===== src/rtl/freq_pkg.sv =====
// Shared widths and state encodings for the frequency counter and its BCD converter.
package freq_pkg;

  localparam int CNT_W      = 27;
  localparam int BCD_DIGITS = 9;

  typedef enum logic [1:0] {
    WAIT_LOW,
    ARMED,
    COUNT,
    LATCH
  } win_state_t;

  typedef enum logic [1:0] {
    CONV_IDLE,
    CONV_SHIFT,
    CONV_DONE
  } conv_state_t;

endpackage


===== src/rtl/bin2bcd_seq.sv =====
// Sequential double-dabble: one bit per cycle, restartable at any time by start.
module bin2bcd_seq
  import freq_pkg::*;
#(
  parameter int BIN_W  = 27,
  parameter int DIGITS = 9
) (
  input  logic                  Clk,
  input  logic                  Rst_n,
  input  logic                  start,
  input  logic [BIN_W-1:0]      bin,
  output logic [4*DIGITS-1:0]   bcd,
  output logic                  done
);

  localparam int CNT_BITS = $clog2(BIN_W + 1);

  conv_state_t         state;
  logic [BIN_W-1:0]    shreg;
  logic [4*DIGITS-1:0] work;
  logic [4*DIGITS-1:0] work_adj;
  logic [CNT_BITS-1:0] shifts;

  always_comb begin
    work_adj = work;
    for (int d = 0; d < DIGITS; d++) begin
      if (work[4*d +: 4] >= 4'd5) begin
        work_adj[4*d +: 4] = work[4*d +: 4] + 4'd3;
      end
    end
  end

  // The start cycle already shifts in the MSB (nothing to adjust yet), so the
  // result is ready one cycle after the final shift.
  always_ff @(posedge Clk or negedge Rst_n) begin
    if (!Rst_n) begin
      state  <= CONV_IDLE;
      shreg  <= '0;
      work   <= '0;
      shifts <= '0;
      bcd    <= '0;
      done   <= 1'b0;
    end else begin
      done <= 1'b0;
      if (start) begin
        shreg  <= bin << 1;
        work   <= {{(4*DIGITS-1){1'b0}}, bin[BIN_W-1]};
        shifts <= CNT_BITS'(1);
        state  <= (BIN_W == 1) ? CONV_DONE : CONV_SHIFT;
      end else begin
        case (state)
          CONV_SHIFT: begin
            work   <= {work_adj[4*DIGITS-2:0], shreg[BIN_W-1]};
            shreg  <= shreg << 1;
            shifts <= shifts + 1'b1;
            if (shifts == CNT_BITS'(BIN_W - 1)) begin
              state <= CONV_DONE;
            end
          end
          CONV_DONE: begin
            bcd   <= work;
            done  <= 1'b1;
            state <= CONV_IDLE;
          end
          default: state <= CONV_IDLE;
        endcase
      end
    end
  end

endmodule


===== src/rtl/freq_counter.sv =====
// Gated edge counter: counts synchronized Sig_In rising edges over each Gate_Signal
// window, latches the result and hands it to a background BCD conversion.
module freq_counter #(
  parameter int CNT_W      = freq_pkg::CNT_W,
  parameter int BCD_DIGITS = freq_pkg::BCD_DIGITS
) (
  input  logic                    Clk,
  input  logic                    Rst_n,
  input  logic                    Gate_Signal,
  input  logic                    Sig_In,
  output logic [CNT_W-1:0]        Freq_Value,
  output logic                    Freq_Valid,
  output logic                    Overflow,
  output logic [4*BCD_DIGITS-1:0] Freq_Bcd,
  output logic                    Bcd_Valid
);

  import freq_pkg::win_state_t;
  import freq_pkg::WAIT_LOW;
  import freq_pkg::ARMED;
  import freq_pkg::COUNT;
  import freq_pkg::LATCH;

  localparam logic [CNT_W-1:0] CNT_MAX = {CNT_W{1'b1}};

  win_state_t       state;
  logic             sig_meta, sig_sync, sig_hist, gate_d;
  logic             edge_det, gate_rise, gate_fall;
  logic [CNT_W-1:0] edge_cnt;
  logic             sat_flag;

  // Sig_In is the only asynchronous input; Gate_Signal just needs one delay for edge detection.
  always_ff @(posedge Clk or negedge Rst_n) begin
    if (!Rst_n) begin
      sig_meta <= 1'b0;
      sig_sync <= 1'b0;
      sig_hist <= 1'b0;
      gate_d   <= 1'b0;
    end else begin
      sig_meta <= Sig_In;
      sig_sync <= sig_meta;
      sig_hist <= sig_sync;
      gate_d   <= Gate_Signal;
    end
  end

  assign edge_det  = sig_sync & ~sig_hist;
  assign gate_rise = Gate_Signal & ~gate_d;
  assign gate_fall = ~Gate_Signal & gate_d;

  // WAIT_LOW keeps a window that was already open at reset release from being measured.
  always_ff @(posedge Clk or negedge Rst_n) begin
    if (!Rst_n) begin
      state      <= WAIT_LOW;
      edge_cnt   <= '0;
      sat_flag   <= 1'b0;
      Freq_Value <= '0;
      Freq_Valid <= 1'b0;
      Overflow   <= 1'b0;
    end else begin
      Freq_Valid <= 1'b0;
      case (state)
        WAIT_LOW: if (!Gate_Signal) state <= ARMED;
        ARMED: begin
          if (gate_rise) begin
            state    <= COUNT;
            edge_cnt <= CNT_W'(edge_det);
            sat_flag <= 1'b0;
          end
        end
        COUNT: begin
          if (gate_fall) begin
            state <= LATCH;
          end else if (Gate_Signal && edge_det) begin
            if (edge_cnt == CNT_MAX) sat_flag <= 1'b1;
            else                     edge_cnt <= edge_cnt + 1'b1;
          end
        end
        LATCH: begin
          Freq_Value <= edge_cnt;
          Overflow   <= sat_flag;
          Freq_Valid <= 1'b1;
          state      <= ARMED;
        end
        default: state <= WAIT_LOW;
      endcase
    end
  end

  bin2bcd_seq #(
    .BIN_W  (CNT_W),
    .DIGITS (BCD_DIGITS)
  ) u_bcd (
    .Clk   (Clk),
    .Rst_n (Rst_n),
    .start (Freq_Valid),
    .bin   (Freq_Value),
    .bcd   (Freq_Bcd),
    .done  (Bcd_Valid)
  );

endmodule


===== config.mk =====
export PLATFORM = sky130hd
export DESIGN_NAME = freq_counter
export DESIGN_NICKNAME = d
export VERILOG_FILES = /design/src/rtl/freq_pkg.sv /design/src/rtl/bin2bcd_seq.sv /design/src/rtl/freq_counter.sv
export SDC_FILE = /design/constraint.sdc
export NUM_CORES = 1
export LEC_CHECK = 0
export BUFFER_PORTS_ARGS = -buffer_cell sky130_fd_sc_hd__buf_2
export CORE_ASPECT_RATIO = 0.7
export CORE_MARGIN = 2
export CORE_UTILIZATION = 46
export CTS_CLUSTER_DIAMETER = 60
export DETAILED_ROUTE_END_ITERATION = 16
export HOLD_SLACK_MARGIN = 0.06
export PLACE_DENSITY = 0.65
export SLEW_MARGIN = 20
export SYNTH_ARGS = -nofsm -noshare
export SYNTH_HDL_FRONTEND = slang
export SYNTH_SLANG_ARGS = --single-unit

===== constraint.sdc =====
create_clock -name Clk -period 5.2 [get_ports Clk]
set_input_delay 0.52 -clock Clk [delete_from_list [all_inputs] [get_ports Clk]]
set_output_delay 0.52 -clock Clk [all_outputs]
set_load 0.03 [all_outputs]

==> impl_metrics.ini <==
[status]
status = finished, final reports clean

[setup_path]
worstPathCellList = inv_1 -> ha_1 -> nand4_1 -> a21oi_1 -> buf_4 -> a31oi_1 -> a31oi_1
endpoint_kind = flip-flop
worstPathArrival_ps = 3190
crit_slowest_cell = a21oi_1
crit_fanout = 22
startpoint_type = flip-flop
path_common_cell = a31oi_1
critPathMaxStageDelay_ps = 750
path_class = flip-flop to flip-flop
worstPathRequired_ps = 5540

[drt]
via_per_inst = 5.57
ant_nets = 0
num_vias = 5857
routed_wl_um = 17100
drt_iter0_markers = 500
wire_per_inst_um = 16.3
drc_errors = 0
first_pass_iters = 5

[clocking]
cts_resized = 0
root_buffer = clkbuf_16
cts_setup_buffers = 0
cts.path.max_buffers = 2
cts_tree = yes
cts-htree-levels = 4
clock_latency_ps = 430
postCtsHoldBufs = 0
cts_made_buffers = 17
clk_pin_slew_ps = 70
cts.sink_count = 169

[synth]
ys_seq_area_frac = 0.530
synth_compound_area_frac = 0.114
syn_area_per_cell_um2 = 10.6
synth.distinct_cells = 48
yosysTopAreaCellShare = 0.530
synth_xor_area_frac = 0.0230
synth_most_common_cell = dfrtp_1
syn_area_um2 = 7980
yosys.area_share.simple = 0.130
synthAdderAreaFrac = 0.0392
synth-async-reset-ratio = 1.00
synthTopCellsByArea = dfrtp_1, mux2_2, ha_1, a21oi_1, o21ai_0
syn_inst = 756
synth_edf_count = 0
synthTopCellsByCount = dfrtp_1, nand2_1, mux2_2
synth_seq_cells = 169
syn-num-nets = 785
synth_top_family_by_area = simple AND/OR/NAND/NOR gates
yosysWarnings = 0
yosysTopAreaCell = dfrtp_1
ys.flop_type = dfrtp_1
synthMuxAreaShare = 0.126

[final_layout]
nFillCells = 1458
area_growth_pct = 14.1
multi_input_area_um2 = 3460
final_nets = 837
register_area_um2 = 4230
final_util = 0.534
antenna_cells = 0
drive_above_1_share = 0.223

[global_routing]
antenna_found_initial = 0
track_usage = 0.197
grt_pass1_wl_um = 29200
grt_pass1_vias = 5805
grt.overflow.total = 0
grt_max_degree = 98

[sta]
timing.fmax_mhz = 350
relSlewSlack = 0.349
tightest_slew_ps = 977
finClkSkew_ps = 10.3
setup_viol = 0
rsz0062_at_grt = no
hold_viol = 0
timing.final.crit_share = 0.549
layout_min_cycle_time_ps = 2860
drv_slew = 0
final.setup.tns_ps = 0

[die]
coreArea_um2 = 17100
ios = 70
initial_core_util = 0.468
die_h_um = 114
rows = 40
die_w_um = 161
dieArea_um2 = 18400

[place]
dp_hpwl_um = 11200
portBuffers = 69
place.gp.congestion = 0.860

[flow_run]
drv_cap = 0

[power_and_ir_drop]
p_leak_uw = 0.00452
peakVddDrop_uv = 227
power.density_nw_per_um2 = 359

[worst_hold_path]
hold_path_class = primary input to async pin
==> routing by layer <==
metal	global-route usage	part of all wire	up-vias
li1	-	-	2758
met1	0.285	0.49	2919
met4	0.0631	0.014	0
met3	0.0449	0.049	18
met2	0.296	0.45	162
met5	0	0	-
==> final timing paths <==
check	start	endpoint	slack, ps	cells after the start
min in group Clk	Sig_In	sig_meta	200	1
worst min register to register	sig_meta	sig_sync	350	0
worst min-delay path	Rst_n	u_bcd.shreg[13]	150	1
max in group asynchronous	Rst_n	u_bcd.work[14]	3920	2
worst max-delay path	state[0]	edge_cnt[17]	2340	7
worst max register to register	state[0]	edge_cnt[17]	2340	7
==> critical path: cells and delay by family (launching register included) <==
kind / cells / cell delay (ps)
AOI/OAI and AO/OA: 3 / 1060
DFF: 1 / 400
adders and majority gates: 1 / 660
buffers and inverters: 2 / 470
and+or+nand+nor: 1 / 150
==> metrics by stage <==
step                std cells  cell area (um2)  total power (uW)  worst slack, ps  hold slack [ps]
detailed placement       1020             8500              1980             2400              341
global placement         1020             8500              1960             2580              339
floorplan                 756             7980              1840             3170              224
global route             1052             9110              3430             2060              187
CTS                      1052             9110              3310             2390              182
finish                   1052             9110              3270             2340              150
==> cell usage in the layout (no fill, tap or decap), types with 15 or more instances in the layout <==
cell type and instances:
nand3_1 23, buf_2 68, dfrtp_1 168, ha_1 25
a21oi_1 60, a31oi_1 16, clkbuf_16 17, nand2_1 76
o21ai_0 60, inv_1 31, mux2_2 65, nand2b_1 15
mux2i_1 27, nor2_1 42
==> cell families after synthesis <==
| kind of cell | count (synthesis) |
|---|---|
| AOI/OAI and AO/OA | 160 |
| DFF | 169 |
| muxes | 92 |
| adders and majority gates | 25 |
| xor gates and xnor gates | 21 |
| and+or+nand+nor | 215 |
| buffers and inverters | 74 |
==> area by class of cell <==
type                            instances  area share
Sequential cell                       169       0.464
Inverter                               31      0.0128
Clock inverter                         12      0.0192
Tap cell                              231      0.0317
Clock buffer                           20      0.0479
Multi-Input combinational cell        513       0.380
Timing Repair Buffer                   76      0.0444
==> sequential cells by signal, summed over array words and instances, names as in the netlist, 2 cells and up <==
register and cells:
u_bcd.state 2, u_bcd.bcd 36, u_bcd.shifts 5, Freq_Value 27, u_bcd.work 36, state 2, edge_cnt 27, u_bcd.shreg 26
==> power by group <==
part           switching, uW  total, uW  internal (uW)
registers               57.4       1430           1380
logic                    357        519            162
clock network            519       1320            803
total                    934       3270           2340
Power figures use the tool's default switching activity.
